<file path="src/rtl/chimera_clk_ctrl_pkg.sv">
// Package for the per-cluster clock-gate sequencer.
// Provides the channel state encoding, default timing constants and the
// helper that sizes the per-channel down-counters.
package chimera_clk_ctrl_pkg;

  typedef enum logic [2:0] {
    CLU_RUN     = 3'd0,
    CLU_ISOLATE = 3'd1,
    CLU_SETTLE  = 3'd2,
    CLU_GATED   = 3'd3,
    CLU_WAKE    = 3'd4
  } clu_clk_state_e;

  localparam int unsigned DefaultGateDelay     = 4;
  localparam int unsigned DefaultWakeCycles    = 8;
  localparam int unsigned DefaultTimeoutCycles = 1024;

  // Width needed to hold the largest load value; never narrower than 1 bit.
  function automatic int unsigned cnt_width(input int unsigned gate_delay,
                                            input int unsigned wake_cycles,
                                            input int unsigned timeout_cycles);
    int unsigned m;
    int unsigned w;
    m = gate_delay;
    if (wake_cycles > m) m = wake_cycles;
    if (timeout_cycles > m) m = timeout_cycles;
    w = $clog2(m + 1);
    if (w < 1) w = 1;
    return w;
  endfunction

endpackage

</file>
<file path="src/rtl/chimera_clu_clk_fsm.sv">
// One cluster channel of the clock-gate sequencer.
// Ports:
//   clk_i, rst_ni   clock, asynchronous active-low reset
//   gate_req_i      level request, 1 = gate the cluster clock
//   idle_i          cluster has no outstanding transactions
//   clk_en_o        enable to the clock-gating cell
//   isolate_o       blocks new AXI traffic to/from the cluster
//   state_o         current FSM state (status/debug)
//   busy_o          channel is in a transitional state
//   timeout_o       sticky drain-timeout flag
// Optional macro: CHIMERA_CLK_CTRL_TIMEOUT_EN adds the drain timeout.
//
// All outputs decode the registered state; inputs only affect next state.
module chimera_clu_clk_fsm
  import chimera_clk_ctrl_pkg::*;
#(
  parameter int unsigned GateDelay     = DefaultGateDelay,
  parameter int unsigned WakeCycles    = DefaultWakeCycles,
  parameter int unsigned TimeoutCycles = DefaultTimeoutCycles,
  parameter bit          ResetGated    = 1'b0
) (
  input  logic           clk_i,
  input  logic           rst_ni,
  input  logic           gate_req_i,
  input  logic           idle_i,
  output logic           clk_en_o,
  output logic           isolate_o,
  output clu_clk_state_e state_o,
  output logic           busy_o,
  output logic           timeout_o
);

  localparam int unsigned CntW = cnt_width(GateDelay, WakeCycles, TimeoutCycles);
  localparam int unsigned GateLoadI = (GateDelay > 0) ? GateDelay - 1 : 0;
  localparam int unsigned WakeLoadI = (WakeCycles > 0) ? WakeCycles - 1 : 0;
  localparam logic [CntW-1:0] GateLoad = CntW'(GateLoadI);
  localparam logic [CntW-1:0] WakeLoad = CntW'(WakeLoadI);
  localparam clu_clk_state_e ResetState = ResetGated ? CLU_GATED : CLU_RUN;

  clu_clk_state_e  r_state, w_state_nxt;
  logic [CntW-1:0] r_cnt, w_cnt_nxt;
  logic            w_tmo_expired;
  logic            w_tmo_set;
  logic            w_leave_gated;

  always_comb begin
    w_state_nxt   = r_state;
    w_cnt_nxt     = r_cnt;
    w_tmo_set     = 1'b0;
    w_leave_gated = 1'b0;
    case (r_state)
      CLU_RUN: begin
        if (gate_req_i) begin
          w_state_nxt = CLU_ISOLATE;
          w_cnt_nxt   = '0;
        end
      end
      CLU_ISOLATE: begin
        if (!gate_req_i) begin
          w_state_nxt = CLU_RUN;
        end else if (idle_i) begin
          if (GateDelay == 0) begin
            w_state_nxt = CLU_GATED;
          end else begin
            w_state_nxt = CLU_SETTLE;
            w_cnt_nxt   = GateLoad;
          end
        end else if (w_tmo_expired) begin
          w_state_nxt = CLU_GATED;
          w_tmo_set   = 1'b1;
        end
      end
      CLU_SETTLE: begin
        // Normal gating wins over a simultaneous timeout so the flag only
        // marks channels that were forced.
        if (!gate_req_i) begin
          w_state_nxt = CLU_RUN;
        end else if (idle_i && (r_cnt == '0)) begin
          w_state_nxt = CLU_GATED;
        end else if (w_tmo_expired) begin
          w_state_nxt = CLU_GATED;
          w_tmo_set   = 1'b1;
        end else if (!idle_i) begin
          w_state_nxt = CLU_ISOLATE;
          w_cnt_nxt   = '0;
        end else begin
          w_cnt_nxt = r_cnt - CntW'(1);
        end
      end
      CLU_GATED: begin
        if (!gate_req_i) begin
          w_leave_gated = 1'b1;
          if (WakeCycles == 0) begin
            w_state_nxt = CLU_RUN;
          end else begin
            w_state_nxt = CLU_WAKE;
            w_cnt_nxt   = WakeLoad;
          end
        end
      end
      CLU_WAKE: begin
        // Wake always runs to completion; a held request is served from RUN.
        if (r_cnt == '0) w_state_nxt = CLU_RUN;
        else             w_cnt_nxt   = r_cnt - CntW'(1);
      end
      default: begin
        w_state_nxt = CLU_RUN;
        w_cnt_nxt   = '0;
      end
    endcase
  end

  always_ff @(posedge clk_i or negedge rst_ni) begin
    if (!rst_ni) begin
      r_state <= ResetState;
      r_cnt   <= '0;
    end else begin
      r_state <= w_state_nxt;
      r_cnt   <= w_cnt_nxt;
    end
  end

`ifdef CHIMERA_CLK_CTRL_TIMEOUT_EN
  localparam int unsigned TmoLoadI = (TimeoutCycles > 0) ? TimeoutCycles - 1 : 0;
  localparam logic [CntW-1:0] TmoLoad = CntW'(TmoLoadI);

  logic [CntW-1:0] r_tcnt;
  logic            r_timeout;

  // Loaded only when a drain starts from RUN, so an idle line that keeps
  // bouncing between ISOLATE and SETTLE cannot postpone the timeout forever.
  always_ff @(posedge clk_i or negedge rst_ni) begin
    if (!rst_ni) begin
      r_tcnt    <= '0;
      r_timeout <= 1'b0;
    end else begin
      if ((r_state == CLU_RUN) && (w_state_nxt == CLU_ISOLATE)) begin
        r_tcnt <= TmoLoad;
      end else if (((r_state == CLU_ISOLATE) || (r_state == CLU_SETTLE)) &&
                   (r_tcnt != '0)) begin
        r_tcnt <= r_tcnt - CntW'(1);
      end
      if (w_tmo_set)          r_timeout <= 1'b1;
      else if (w_leave_gated) r_timeout <= 1'b0;
    end
  end

  assign w_tmo_expired = (r_tcnt == '0);
  assign timeout_o     = r_timeout;
`else
  assign w_tmo_expired = 1'b0;
  assign timeout_o     = 1'b0;
`endif

  assign state_o   = r_state;
  assign clk_en_o  = (r_state != CLU_GATED);
  assign isolate_o = (r_state != CLU_RUN);
  assign busy_o    = (r_state != CLU_RUN) && (r_state != CLU_GATED);

endmodule

</file>
<file path="src/rtl/chimera_clu_clk_ctrl.sv">
// Per-cluster clock-gate sequencer: isolate, drain, gate and wake each
// cluster safely instead of driving the clock gate straight from a register.
// Ports:
//   clk_i, rst_ni   SoC clock, asynchronous active-low reset
//   gate_req_i      per-channel level gate request
//   idle_i          per-channel cluster idle indication
//   clk_en_o        per-channel enable to tc_clk_gating
//   isolate_o       per-channel AXI isolation
//   state_o         per-channel 3-bit FSM state
//   busy_o          any channel in a transitional state
//   timeout_o       per-channel sticky drain-timeout flag
// Optional macro: CHIMERA_CLK_CTRL_TIMEOUT_EN (drain timeout; else tied 0).
module chimera_clu_clk_ctrl
  import chimera_clk_ctrl_pkg::*;
#(
  parameter int unsigned                  NumClusters   = 5,
  parameter int unsigned                  GateDelay     = DefaultGateDelay,
  parameter int unsigned                  WakeCycles    = DefaultWakeCycles,
  parameter logic [NumClusters-1:0]       ResetGated    = '0,
  parameter int unsigned                  TimeoutCycles = DefaultTimeoutCycles
) (
  input  logic                        clk_i,
  input  logic                        rst_ni,
  input  logic [NumClusters-1:0]      gate_req_i,
  input  logic [NumClusters-1:0]      idle_i,
  output logic [NumClusters-1:0]      clk_en_o,
  output logic [NumClusters-1:0]      isolate_o,
  output logic [NumClusters-1:0][2:0] state_o,
  output logic                        busy_o,
  output logic [NumClusters-1:0]      timeout_o
);

  logic [NumClusters-1:0] w_busy;

  for (genvar i = 0; i < NumClusters; i++) begin : g_chan
    clu_clk_state_e w_state;

    chimera_clu_clk_fsm #(
      .GateDelay     (GateDelay),
      .WakeCycles    (WakeCycles),
      .TimeoutCycles (TimeoutCycles),
      .ResetGated    (ResetGated[i])
    ) u_fsm (
      .clk_i      (clk_i),
      .rst_ni     (rst_ni),
      .gate_req_i (gate_req_i[i]),
      .idle_i     (idle_i[i]),
      .clk_en_o   (clk_en_o[i]),
      .isolate_o  (isolate_o[i]),
      .state_o    (w_state),
      .busy_o     (w_busy[i]),
      .timeout_o  (timeout_o[i])
    );

    assign state_o[i] = w_state;
  end

  assign busy_o = |w_busy;

endmodule

</file>
<file path="config.mk">
export PLATFORM = sky130hd
export DESIGN_NAME = chimera_clu_clk_ctrl
export DESIGN_NICKNAME = d
export VERILOG_FILES = /design/src/rtl/chimera_clk_ctrl_pkg.sv /design/src/rtl/chimera_clu_clk_fsm.sv /design/src/rtl/chimera_clu_clk_ctrl.sv
export SDC_FILE = /design/constraint.sdc
export NUM_CORES = 1
export LEC_CHECK = 0
export CORE_ASPECT_RATIO = 0.75
export CORE_MARGIN = 3
export CORE_UTILIZATION = 46
export DETAILED_ROUTE_END_ITERATION = 10
export HOLD_SLACK_MARGIN = 0.1
export PLACE_DENSITY = 0.69
export SYNTH_ARGS = -nofsm -noshare
export SYNTH_HDL_FRONTEND = slang
export SYNTH_SLANG_ARGS = --single-unit
</file>
<file path="constraint.sdc">
create_clock -name clk_i -period 2.5 [get_ports clk_i]
set_input_delay 0.5 -clock clk_i [delete_from_list [all_inputs] [get_ports clk_i]]
set_output_delay 0.5 -clock clk_i [all_outputs]
set_load 0.03 [all_outputs]
</file>
After elaboration in Yosys (flattened, before gate mapping) --
Index checks and enable logic that the tools add are counted.
Cells by class: equal/unequal tests 75, reductions and logical operators 36, multiplexer cells 90, add/sub/neg operators 5
Operator list (count):
- $mux W11 | 40
- $pmux W11 S5 | 5
- $mux W3 | 40
- $pmux W3 S5 | 5
- $ne A2 B2 Y1 const B | 35
- $logic_not A11 Y1 | 5
- $sub A11 B1 Y11 const B | 5
- $reduce_and A7 Y1 | 5
- $eq A3 B2 Y1 const B | 10
- $reduce_and A5 Y1 | 5
- $ne A4 B3 Y1 const B | 5
- $eq A3 B1 Y1 const B | 5
- $eq A3 B3 Y1 const B | 5
- $logic_not A3 Y1 | 5
- $ne A3 B2 Y1 const B | 5
- $ne A3 B3 Y1 const B | 5
- $reduce_bool A3 Y1 | 5
- $logic_and A1 B1 Y1 | 10
- $ne A2 B1 Y1 const B | 5
- $reduce_or A5 Y1 | 1
Storage, ports and cells: register bits 70, output and inout port bits 31, logic and storage cells 216, input port bits 12

Depth between registers and ports, before layout --
Gate-level depths: netlist of the first run.
depth after elaboration 5, depth in mapped cells 8, gate-level depth less buffers 7

By module --
From an unflattened synthesis of the first run, not the netlist that was laid out.
Unflattened totals: cells, all modules 515, area, all modules 4679.5 um2
Modules (own cells, without submodules):
- chimera_clu_clk_fsm (g_chan[1].u_fsm ...) | area an instance 887.1 um2, cells an instance 100, seq. area each 350.3 um2, instances 2
- chimera_clu_clk_fsm (g_chan[4].u_fsm) | area an instance 980.9 um2, cells an instance 108, seq. area each 350.3 um2, instances 1
- chimera_clu_clk_fsm (g_chan[0].u_fsm) | area an instance 958.4 um2, cells an instance 97, seq. area each 350.3 um2, instances 1
- chimera_clu_clk_fsm (g_chan[3].u_fsm) | area an instance 953.4 um2, cells an instance 107, seq. area each 350.3 um2, instances 1
- chimera_clu_clk_ctrl | area an instance 12.5 um2, cells an instance 3, seq. area each 0.0 um2, instances 1

Least setup slack after synthesis of the first run --
Ideal clock, no wire load.
path kind register to register, start point reg g_chan[4].u_fsm.r_cnt[0], end point reg g_chan[4].u_fsm.r_cnt[1], slack 111 ps, data required time 2375 ps, setup time 125 ps, arrival 2264 ps, path buffers 1, cell stages (with the launch flop) 8, period minus slack after synthesis 2389 ps, cells stage by stage dfrtp_1 > inv_1 > ha_1 > or3b_1 > or4_4 > o22ai_2 > buf_4 > mux2_2
On the way: cells in the longest elaborated chain, start to end 5, elaborated cells on any way between the ends 11, those cells by class 1 x add/sub; 2 x eq/ne; 5 x mux; 3 x reduce/logical
RTL lines:
- start: declaration | RTL line chimera_clu_clk_fsm.sv:41 | logic [CntW-1:0] r_cnt, w_cnt_nxt;
- start signal: assignment | RTL line chimera_clu_clk_fsm.sv:119 | r_cnt <= w_cnt_nxt;
- $sub A11 B1 Y11 | RTL line chimera_clu_clk_fsm.sv:87, chimera_clu_clk_fsm.sv:104
- $mux W11 | RTL line chimera_clu_clk_fsm.sv:83 | end else if (!idle_i) begin
- $mux W11 | RTL line chimera_clu_clk_fsm.sv:78 | end else if (idle_i && (r_cnt == '0)) begin
- $mux W11 | RTL line chimera_clu_clk_fsm.sv:76 | if (!gate_req_i) begin
- $pmux W11 S5 | RTL line chimera_clu_clk_fsm.sv:51 | case (r_state)
Several ways; a longest one is shown, not always the timed one. The select of a mux whose other input is x is not followed. A chain may end at the register's enable or synchronous reset.

Worst setup path in the final report of the first run --
start point reg g_chan[4].u_fsm.r_state[0], end point out clk_en_o[4]
On the way: cells in the longest elaborated chain, start to end 1
RTL lines:
- start: declaration | RTL line chimera_clu_clk_fsm.sv:40 | clu_clk_state_e r_state, w_state_nxt;
- start signal: assignment | RTL line chimera_clu_clk_fsm.sv:115 | r_state <= ResetState;
- start signal: assignment | RTL line chimera_clu_clk_fsm.sv:118 | r_state <= w_state_nxt;
- $ne A3 B2 Y1 | RTL line chimera_clu_clk_fsm.sv:156 | assign clk_en_o = (r_state != CLU_GATED);
- end: declaration | RTL line chimera_clu_clk_ctrl.sv:26 | output logic [NumClusters-1:0] clk_en_o,
Every way passes these cells.

==> results.yml, run 1 <==
run_status:
  outcome: "finished, final reports clean"
place:
  placed_cells: 638
  gp_congestion: 0.9097
  io_buffers: 37
  hpwlAfterDp_mm: 7.067
  pre_cts_slack_ns: 0.04638
floorplan:
  core_area_um2: 8708
  die_w_um: 116.9
  die_area_um2: 10430
  io_pins: 43
  dieHeight_um: 89.21
  initial_utilization_pct: 48.76
  rows: 29
layout:
  regArea_um2: 1752
  final_common_cell: "dfrtp_1"
  final_cell_mix: "dfrtp_1, o21ai_0, nor2_1"
  drive_gt1_share_pct: 12.66
  utilization_pct: 58.98
  synthToLayoutAreaGrowth_pct: 20.95
  nets: 558
  diodes: 0
  fill_cells: 753
  final_cell_count_no_fill: 653
  multiInputGateArea_um2: 2240
min_path:
  min_path_type: "in2async"
sta:
  finalSetupViolCount: 0
  period_share_pct: 93.32
  worstMarginPinSlew_ns: 0.7044
  finalMaxSlewViolations: 0
  fin_crit_ns: 2.333
  finalHoldViolations: 0
  rsz0062_at_grt: "false"
  layout_setup_ws_ns: 0.1670
  fin_skew_ns: 0.003577
  max_slew_margin_pct: 52.64
  holdWs_ns: 0.1245
  max_freq_mhz: 428.6
  setup_tns_ns: 0
synthesis:
  synthSimpleGateAreaFrac_pct: 21.95
  syn_avg_cell_area_um2: 8.684
  yosys-mux-area-fraction_pct: 3.035
  synth_area_um2: 4247
  seq_area_frac_synth_pct: 41.25
  synth-seq-cells: 70
  synthFlopType: "dfrtp_1"
  ys.warnings.count: 0
  async_reset_ff_share_pct: 100.0
  synth-edff-count: 0
  synthCells: 489
  synth_compound_area_share_pct: 24.31
  synth_xor_xnor_area_share_pct: 0.8250
  synth_top_family_by_area: "compound AO/OA/AOI/OAI gates"
  synthAdderAreaFrac_pct: 1.473
  yosysUniqueCellTypes: 60
clock_network:
  clk_pin_slew_ns: 0.05
  insertion_delay_ns: 0.33
  cts_root_buf: "clkbuf_16"
  clockBufferDepth: 2
  numCtsBuffers: 9
  cts_tree: "done"
  cts.sinks: 70
  cts_max_level: 3
drt:
  via_per_inst: 5.819
  avgRoutedWirePerCell_um: 14.77
  dr.first_iter.drc_count: 234
  first_pass_iters: 4
  num_vias: 3800
  ant_nets: 0
  drc: 0
  wl_mm: 9.646
global_routing:
  grt.overflow.total: 0
  grt_max_degree: 37
  grt_pass1_vias: 3608
  grt_pass1_wl_mm: 17.05
  grt_util_all_layers_pct: 20.48
  antenna_found_initial: 0
critical_path:
  cp_max_fo: 10
  crit_arrival_ns: 1.83
  critPathCaptureType: "output pin"
  worstPathRequired_ns: 2.00
  path_class: "reg2out"
  r2r_cells: 6
  start_kind: "flip-flop"
flow_run:
  drv_cap: 0
pwr:
  pwr_density_cell_nw_per_um2: 881.5
  p_leak_nw: 2.284
  ir_drop_mv: 0.4634
[routing by layer]
metal,vias up,track usage (%),wire length (um)
li1,1890,-,-
met1,1825,28.13,4768
met2,72,31.96,4330
met3,13,5.345,415
met4,0,6.354,131
met5,-,0,0
[sequential cells by signal, summed over array words and instances, names as in the netlist]
| name | count |
|---|---|
| g_chan.u_fsm.state_o | 15 |
| g_chan.u_fsm.r_cnt | 55 |
[power breakdown]
group          total, mW  switching, mW  internal, mW
combinational       1.76          0.992         0.770
sequential          1.55          0.211          1.34
clock               1.22          0.443         0.775
total               4.53           1.65          2.88
[cell usage after synthesis (3+ instances only)]
| master | count | area share (%) |
|---|---|---|
| mux2_2 | 5 | 1.3 |
| or4_1 | 12 | 2.1 |
| xor2_1 | 4 | 0.82 |
| o211ai_1 | 6 | 1.1 |
| a211o_1 | 3 | 0.62 |
| clkbuf_1 | 13 | 1.1 |
| nand2b_1 | 19 | 2.8 |
| o22ai_1 | 6 | 0.88 |
| nand2_1 | 29 | 2.6 |
| o31a_1 | 4 | 0.82 |
| or3_1 | 20 | 2.9 |
| inv_1 | 32 | 2.8 |
| a31oi_1 | 9 | 1.3 |
| nor3b_1 | 4 | 0.71 |
| buf_4 | 16 | 2.8 |
| nand3_1 | 9 | 1.1 |
| nor3_1 | 11 | 1.3 |
| dfrtp_1 | 70 | 41 |
| a21oi_1 | 35 | 4.1 |
| nor2b_1 | 4 | 0.59 |
| ha_1 | 5 | 1.5 |
| nor2_1 | 39 | 3.4 |
| a21o_1 | 7 | 1.2 |
| mux2i_1 | 5 | 1.2 |
| or2_2 | 3 | 0.44 |
| o21ai_0 | 52 | 6.1 |
| nand3b_1 | 5 | 0.88 |
| o31ai_1 | 10 | 1.8 |
| a22oi_1 | 3 | 0.53 |
| nor4_1 | 5 | 0.74 |
| o21a_1 | 6 | 1.1 |
[area by class of cell]
type	instances	area share (%)
repair buffers	67	11.72
well taps	108	2.631
clock buffers	15	5.603
inverters	32	2.339
flip-flops and latches	70	34.10
multi-input cells	361	43.61
[path summary, 6_finish.rpt]
check	from	end	slack, ns
setup / recovery	g_chan[4].u_fsm.state_o[0]	clk_en_o[4]	0.17
hold / removal	rst_ni	g_chan[3].u_fsm.r_cnt[4]	0.12
min in group clk_i	g_chan[1].u_fsm.r_cnt[4]	g_chan[1].u_fsm.r_cnt[4]	0.47
max in group asynchronous	rst_ni	g_chan[0].u_fsm.r_cnt[10]	1.76
hold reg to reg	g_chan[1].u_fsm.r_cnt[4]	g_chan[1].u_fsm.r_cnt[4]	0.47
setup reg to reg	g_chan[4].u_fsm.r_cnt[0]	g_chan[4].u_fsm.r_cnt[1]	0.19
[what timing repair did]
action	4_1_cts	5_1_grt
resized for setup	2	11
hold buffers	0	0
setup buffers	0	0
endpoints found under the hold margin	0	0
endpoints found under the setup margin	1	14
pin swaps	0	3
[through the flow]
step	power [mW]	area [um^2]
after floorplan	2.769	4262
after global placement	3.233	4820
after detailed placement	3.281	4820
after CTS	4.531	5111
after global routing	4.866	5136
final	4.527	5136
[cells by family after synthesis]
group           Yosys count
simple gates            171
buf+inv                  62
fa+ha+maj                 5
compound gates          164
xor+xnor                  4
flops                    70
mux                      12
other cells               1
[worst max-delay path, stage by stage, from the launching register on]
cell and delay (ns):
dfrtp_1 0.51, nand2_1 0.12, nor2_1 0.17, inv_1 0.10, clkdlybuf4s50_1 0.60
Note: power is estimated with default switching activity, not from simulation.
==> run 2, diff against run 1 <==
- CELL_PAD_IN_SITES_DETAIL_PLACEMENT: not set -> 0
- CELL_PAD_IN_SITES_GLOBAL_PLACEMENT: not set -> 2
- CORE_UTILIZATION: 46 -> 32
- PLACE_DENSITY: 0.69 -> not set
- PLACE_DENSITY_LB_ADDON: not set -> 0.1
==> results.yml, run 2 (same netlist as run 1, synthesis figures left out) <==
run_status:
  outcome: "finished, final reports clean"
global_routing:
  grt_pass1_vias: 3595
  grt.overflow.total: 0
  grt_util_all_layers_pct: 14.63
  antenna_found_initial: 0
  grt_max_degree: 37
  grt_pass1_wl_mm: 17.89
drt:
  drc: 0
  wl_mm: 10.41
  first_pass_iters: 4
  via_per_inst: 5.246
  num_vias: 3798
  dr.first_iter.drc_count: 173
  ant_nets: 0
  avgRoutedWirePerCell_um: 14.37
floorplan:
  die_area_um2: 14700
  io_pins: 43
  dieHeight_um: 105.8
  core_area_um2: 12610
  die_w_um: 139.0
  initial_utilization_pct: 33.67
  rows: 35
sta:
  max_freq_mhz: 423.5
  finalSetupViolCount: 0
  setup_tns_ns: 0
  rsz0062_at_grt: "false"
  fin_skew_ns: 0.005733
  finalMaxSlewViolations: 0
  finalHoldViolations: 0
  max_slew_margin_pct: 60.61
  worstMarginPinSlew_ns: 0.5872
  fin_crit_ns: 2.361
  period_share_pct: 94.45
critical_path:
  cp_top_family: "simple AND/OR/NAND/NOR gates"
  critPathMaxStageDelay_ns: 0.57
  worstPathRequired_ns: 2.69
  endpoint: "g_chan[0].u_fsm.r_cnt[6]"
  reg2reg_from: "g_chan[0].u_fsm.r_cnt[4]"
  reg2reg_slack_ns: 0.14
  cp_max_fo: 8
  cp_num_buf_inv: 1
  crit_chain: "or4_4 > or4b_4 > o22ai_2 > buf_4 > or3_1 > a21oi_1"
  path_class: "reg2reg"
  critPathCaptureType: "flip-flop"
  crit_cells: 6
  slowest_stage: "or4_4"
  r2r_cells: 6
  crit_start: "g_chan[0].u_fsm.r_cnt[4]"
  crit_arrival_ns: 2.56
  start_kind: "flip-flop"
  worstReg2RegEnd: "g_chan[0].u_fsm.r_cnt[6]"
clock_network:
  post_cts_buffers: 0
  insertion_delay_ns: 0.33
  cts.sinks: 70
  numCtsBuffers: 9
  cts_root_buf: "clkbuf_16"
  clockBufferDepth: 2
  cts_tree: "done"
  cts_max_level: 3
  clk_pin_slew_ns: 0.06
layout:
  final_common_cell: "dfrtp_1"
  nets: 571
  synthToLayoutAreaGrowth_pct: 25.63
  drive_gt1_share_pct: 14.34
  largest_reg_flops: 55
  largest_register: "g_chan.u_fsm.r_cnt"
  final_cell_mix: "dfrtp_1, o21ai_0, buf_4"
  final_cell_count_no_fill: 724
  diodes: 0
flow_run:
  drv_cap: 0
pwr:
  pwr_density_cell_nw_per_um2: 890.6
  ir_drop_mv: 0.3301
  p_leak_nw: 2.362
place:
  hpwlAfterDp_mm: 7.666
  io_buffers: 37
  gp_congestion: 0.7994
  placed_cells: 709
min_path:
  min_path_type: "in2async"
-- run 2: changes by cell type in the layout (fill, tap and decap cells not counted), sizes merged --
cell and change:
bufinv +2, clkbuf -4, clkinv +2, buf +13
-- run 2: worst reg2reg max path: cells and delay by family, from the launching register on --
family          cells  cell delay, ns
buf+inv             1            0.21
compound gates      2            0.39
flops               1            0.41
simple gates        3            1.22
-- run 2: worst min-delay path by stage --
stage,slack (ns),end,depth (start not counted)
2_1_floorplan,0.20,g_chan[0].u_fsm.r_cnt[0],0
3_3_place_gp,0.46,g_chan[1].u_fsm.r_cnt[4],1
3_5_place_dp,0.47,g_chan[2].u_fsm.r_cnt[7],1
4_1_cts,0.15,g_chan[1].u_fsm.r_cnt[1],1
5_1_grt,0.16,g_chan[1].u_fsm.r_cnt[1],1
6_report,0.12,g_chan[1].u_fsm.r_cnt[1],1
-- run 2: per-layer routing --
| layer | GRT usage (%) | vias up | wire (um) |
|---|---|---|---|
| met5 | 0 | - | 0 |
| met4 | 4.539 | 0 | 161 |
| met3 | 3.447 | 16 | 321 |
| met2 | 21.86 | 56 | 4553 |
| met1 | 20.95 | 1804 | 5369 |
| li1 | - | 1922 | - |
-- run 2: layout make-up --
cell class	instances	area, um^2
fillers	1270	7277
well taps	166	207.7
clock buffers	11	252.7
flip-flops and latches	70	1752
multi-input cells	361	2235
clock inverters	4	70.07
inverters	32	120.1
repair buffers	80	698.2
-- run 2: what timing repair did --
| action | 4_1_cts | 5_1_grt |
|---|---|---|
| resized for setup | 2 | 6 |
| hold buffers | 0 | 0 |
| setup endpoints to repair | 1 | 15 |
| pin swaps | 0 | 1 |
-- run 2: through the flow --
step / setup slack (ns) / power (mW) / util, % / hold slack, ns / area (um^2)
3_3_place_gp: 0.1108 / 3.366 / 39.58 / 0.4642 / 4992
5_1_grt: 0.007765 / 5.108 / 42.30 / 0.1562 / 5335
3_5_place_dp: 0.1084 / 3.374 / 39.58 / 0.4686 / 4992
6_report: 0.1387 / 4.751 / 42.30 / 0.1236 / 5335
4_1_cts: 0.03716 / 4.799 / 42.17 / 0.1501 / 5319
2_1_floorplan: 0.1110 / 2.769 / - / 0.2044 / 4262
-- run 2: power by group --
part | internal [mW] | switching, mW | total [mW]
Sequential | 1.34 | 0.195 | 1.53
Combinational | 0.814 | 1.02 | 1.83
Clock | 0.918 | 0.468 | 1.39
Total | 3.07 | 1.68 | 4.75
